File: src/rtl/password_store.sv
// Committed 4-digit password with a combinational read port, plus the
// programming sequencer that stages new digits and commits them atomically.
module password_store #(
  parameter int DEFAULT_PASSWORD_0 = 0,
  parameter int DEFAULT_PASSWORD_1 = 0,
  parameter int DEFAULT_PASSWORD_2 = 0,
  parameter int DEFAULT_PASSWORD_3 = 0
) (
  input  logic       CLK,
  input  logic       RST,
  input  logic [1:0] address,
  output logic [3:0] data,
  input  logic       unlocked,
  input  logic       setReq,
  input  logic       digitValid,
  input  logic [3:0] digitIn,
  input  logic       confirm,
  input  logic       cancel,
  output logic       programming,
  output logic [2:0] progCount,
  output logic       progDone,
  output logic       progError
);

  typedef enum logic [1:0] {S_IDLE, S_ENTER, S_CONFIRM} state_t;

  state_t     state, state_next;
  logic [2:0] count, count_next;
  logic [3:0] shadow [4];
  logic [3:0] committed [4];
  logic       capture, commit_now;
  logic       done_next, error_next;
  logic       done_q, error_q;

  always_ff @(posedge CLK) begin
    if (!RST) begin
      state        <= S_IDLE;
      count        <= 3'd0;
      done_q       <= 1'b0;
      error_q      <= 1'b0;
      shadow[0]    <= 4'd0;
      shadow[1]    <= 4'd0;
      shadow[2]    <= 4'd0;
      shadow[3]    <= 4'd0;
      committed[0] <= 4'(DEFAULT_PASSWORD_0);
      committed[1] <= 4'(DEFAULT_PASSWORD_1);
      committed[2] <= 4'(DEFAULT_PASSWORD_2);
      committed[3] <= 4'(DEFAULT_PASSWORD_3);
    end else begin
      state   <= state_next;
      count   <= count_next;
      done_q  <= done_next;
      error_q <= error_next;
      if (capture) shadow[count[1:0]] <= digitIn;
      if (commit_now) begin
        committed[0] <= shadow[0];
        committed[1] <= shadow[1];
        committed[2] <= shadow[2];
        committed[3] <= shadow[3];
      end
    end
  end

  // Cancel outranks lock loss, which outranks digit entry and confirm.
  always_comb begin
    state_next = state;
    count_next = count;
    capture    = 1'b0;
    commit_now = 1'b0;
    done_next  = 1'b0;
    error_next = 1'b0;
    case (state)
      S_IDLE: begin
        if (setReq && unlocked) begin
          state_next = S_ENTER;
          count_next = 3'd0;
        end
      end
      S_ENTER: begin
        if (cancel) begin
          state_next = S_IDLE;
          count_next = 3'd0;
        end else if (!unlocked) begin
          state_next = S_IDLE;
          count_next = 3'd0;
          error_next = 1'b1;
        end else if (digitValid) begin
          if (digitIn <= 4'd9) begin
            capture    = 1'b1;
            count_next = (count >= 3'd4) ? 3'd4 : count + 3'd1;
            if (count == 3'd3) state_next = S_CONFIRM;
          end else begin
            state_next = S_IDLE;
            count_next = 3'd0;
            error_next = 1'b1;
          end
        end
      end
      S_CONFIRM: begin
        if (cancel) begin
          state_next = S_IDLE;
          count_next = 3'd0;
        end else if (!unlocked || digitValid) begin
          state_next = S_IDLE;
          count_next = 3'd0;
          error_next = 1'b1;
        end else if (confirm) begin
          state_next = S_IDLE;
          count_next = 3'd0;
          commit_now = 1'b1;
          done_next  = 1'b1;
        end
      end
      default: begin
        state_next = S_IDLE;
        count_next = 3'd0;
      end
    endcase
  end

  always_comb begin
    programming = (state != S_IDLE);
    progCount   = count;
    progDone    = done_q;
    progError   = error_q;
    data        = committed[address];
  end

endmodule

File: config.mk
export PLATFORM = sky130hd
export DESIGN_NAME = password_store
export DESIGN_NICKNAME = d
export VERILOG_FILES = /design/src/rtl/password_store.sv
export SDC_FILE = /design/constraint.sdc
export NUM_CORES = 1
export LEC_CHECK = 0
export ABC_AREA = 0
export CAP_MARGIN = 20
export CORE_MARGIN = 1.5
export CORE_UTILIZATION = 45
export CTS_CLUSTER_SIZE = 8
export DETAILED_ROUTE_END_ITERATION = 8
export PLACE_DENSITY = 0.67
export SLEW_MARGIN = 25
export SYNTH_ARGS = -nofsm -noshare
export SYNTH_HDL_FRONTEND = slang
export SYNTH_SLANG_ARGS = --single-unit
File: constraint.sdc
create_clock -name CLK -period 3.5 [get_ports CLK]
set_input_delay 0.7 -clock CLK [delete_from_list [all_inputs] [get_ports CLK]]
set_output_delay 0.7 -clock CLK [all_outputs]
set_load 0.05 [all_outputs]
==> results by group <==
Yosys
  – Seq/Total Area, Yosys: 62.0%
  – Synth Register Bits: 39
  – Synth area leader: edfxtp_1
  – Ranking of synthesized cells by area: edfxtp_1 (54%), and2_1 (11%), dfxtp_1 (7.9%)
  – Distinct cells, synth: 28
  – Most used DFF post-synth: edfxtp_1
  – Synth top cells by count: and2_1 (32), edfxtp_1 (32), inv_1 (10)
  – Syn nets: ~150
  – Fraction of registers with async set/reset: 0%
  – Syn Std Cell Area: 0.00178 mm²
  – Yosys warns: 0
  – Post-synth EDFFs: 32
  – Avg Inst Size Synth: 13.4 µm²
  – Cells after synthesis: 133
  – Top cell type's share of synthesized area: 54.1%

Die
  – Initial Utilization: 47.8%
  – Die Span X: 65.8 µm
  – Core area: around 0.0037 mm²
  – Die area: 0.00433 mm²
  – FP Rows: 22
  – I/O pins: 23
  – DIE HEIGHT: 65.8 µm

Critical path
  – R2R depth: 6
  – CP required: 2.80 ns
  – Worst EP arrival: 2.55 ns
  – CP max FO: 4
  – Worst Setup End Kind: output pin
  – CP Class: primary input to output pin
  – Category of the worst setup path launch point: primary input

Clock network
  – Clock root cell: clkbuf_8
  – CTS Sinks: 39
  – Clock slew at reported path FFs: 0.08 ns
  – Clock Tree Buf Depth: 2
  – CTS tree: built
  – H-tree levels: 2
  – CTS Hold Buffers Added: 0
  – Postcts setup bufs: 0
  – Post-CTS sizing: 0
  – Total CTS buffers: 5
  – Clock Latency Late Sink: ~0.29 ns

Layout
  – Multi-input logic area: 631 µm²
  – Storage element area: 0.00110 mm²
  – # diodes: 0
  – Core Util, Final: 57.9%
  – Area growth, synth to finish: 21.1%
  – Post-layout nets: 180
  – FILL cells: 324
  – Layout cell share with drive strength beyond 1: 11.7%

Outcome
  – Status: finished clean

Power
  – Pleak: between 0.0008 and 0.0009 µW
  – Switch Pwr: 201 µW
  – Clk network pwr share: a little under two fifths
  – Switching share of total power: 21.1%
  – Logic gate share of total power: 8.2%
  – Flop pwr share: ~54%
  – Pwr/cell area: 443 mW/mm²
  – VDD IR max: roughly 230 µV
  – Internal power: 753 µW

Global route
  – Initial antenna violation count: 0
  – First-pass GRT wire length: around 5.1 mm
  – Total GRT Usage: ~16%
  – GR Overflow Total: 0
  – Largest net degree at the start of global routing: 18
  – Vias in the first global route: roughly 1100

Worst hold path
  – Hold Path Depth: 2
  – Hold crit path type: flip-flop to flip-flop

STA
  – Period utilization: 92.8%
  – Unrepaired setup endpoints after global routing: no
  – Max Freq: 308 MHz
  – Final setup vio count: 0
  – Slew margin rel.: 57.3%
  – Final Hold Vio Count: 0
  – Tightest Pin Transition: 0.638 ns
  – TNS Setup: 0 ns
  – Max-slew violation count: 0
  – Shortest period the worst path allows: 3.25 ns
  – Fin Clk Skew: 0.0117 ns

Detailed routing
  – DRC: 0
  – WL per Instance: 14.0 µm
  – DR pass1 iterations: 4
  – Post-route ant nets: 0
  – Via count: about 1000
  – Wirelength, routed: 2.94 mm
  – DR iter-0 viols: 35
  – Vias/cell: approximately 5

Place
  – Hpwl dp: 2.22 mm
  – Final RePlAce weighted congestion: 0.757
  – PortBufs: 22

Run
  – Max cap viols: 0
==> registers in the layout, summed over array words and instances, names as in the netlist <==
register / count
committed: 16
progCount: 3
progDone: 1
progError: 1
shadow: 16
state: 2
==> cells in the final DEF (no fill, tap or decap), types with 2 or more instances in the layout <==
cell | Yosys | final
and2_1 | 32 | 32
edfxtp_1 | 32 | 32
clkdlybuf4s50_1 | 0 | 20
inv_1 | 10 | 10
a21oi_1 | 7 | 7
dfxtp_1 | 7 | 7
ha_1 | 6 | 6
clkbuf_8 | 0 | 5
nand2_1 | 4 | 4
mux4_2 | 4 | 4
o21ai_0 | 4 | 4
and3_1 | 3 | 3
nand2b_1 | 3 | 3
nand3_1 | 2 | 2
nor3_1 | 2 | 2
o31ai_1 | 2 | 2
nand4_1 | 2 | 2
buf_4 | 1 | 2
==> per-layer routing <==
layer	vias to the layer above	routed length, µm	global-route usage (%)
li1	531	-	-
met1	495	1210	17.4
met2	19	1580	28.3
met3	2	108	3.92
met4	0	33	9.11
met5	-	0	0
==> critical path, cell delays in order <==
cell and delay, ns:
clkdlybuf4s50_1 0.61, mux4_2 0.53, clkdlybuf4s50_1 0.71
==> worst paths after layout <==
| kind | start | endpoint | slack (ns) |
|---|---|---|---|
| setup / recovery | address[0] | data[3] | 0.25 |
| hold / removal | progCount[2] | progCount[2] | 0.50 |
| setup reg to reg | state[1] | shadow[1][0] | 1.47 |
| hold reg to reg | progCount[2] | progCount[2] | 0.50 |
==> cells by family (layout without fill, tap and decap cells) <==
| group | after synthesis | after routing | share of synthesized area [%] |
|---|---|---|---|
| simple gates | 56 | 56 | 19.9 |
| mux | 4 | 4 | 5.07 |
| fa+ha+maj | 6 | 6 | 4.23 |
| buf+inv | 11 | 40 | 2.54 |
| flops | 39 | 39 | 62.0 |
| compound gates | 17 | 17 | 6.27 |
==> metrics by stage <==
stage	cells	area [µm²]	worst slack, ns	total power, µW	hold WS (ns)
floorplan	133	1780	1.47	570	0.466
global placement	202	2040	0.234	605	0.481
detailed placement	202	2040	0.229	607	0.485
CTS	210	2150	0.225	962	0.502
global route	210	2150	0.180	987	0.531
finish	210	2150	0.253	954	0.503
==> power by group through the flow <==
stage               combinational, µW  sequential (µW)  clock (µW)
floorplan                        43.5              526           0
global placement                 77.4              528           0
detailed placement               78.8              528           0
CTS                              79.2              518         366
global route                     84.9              519         384
finish                           78.3              518         358
==> final cells by class <==
| class | instances | area share, % |
|---|---|---|
| multi-input combinational | 83 | 29.3 |
| timing repair buffer | 22 | 10.0 |
| tap | 48 | 2.79 |
| sequential | 39 | 51.2 |
| inverter | 10 | 1.74 |
| clock inverter | 3 | 1.80 |
| clock buffer | 5 | 3.20 |
(Power assumes the default switching activity.)
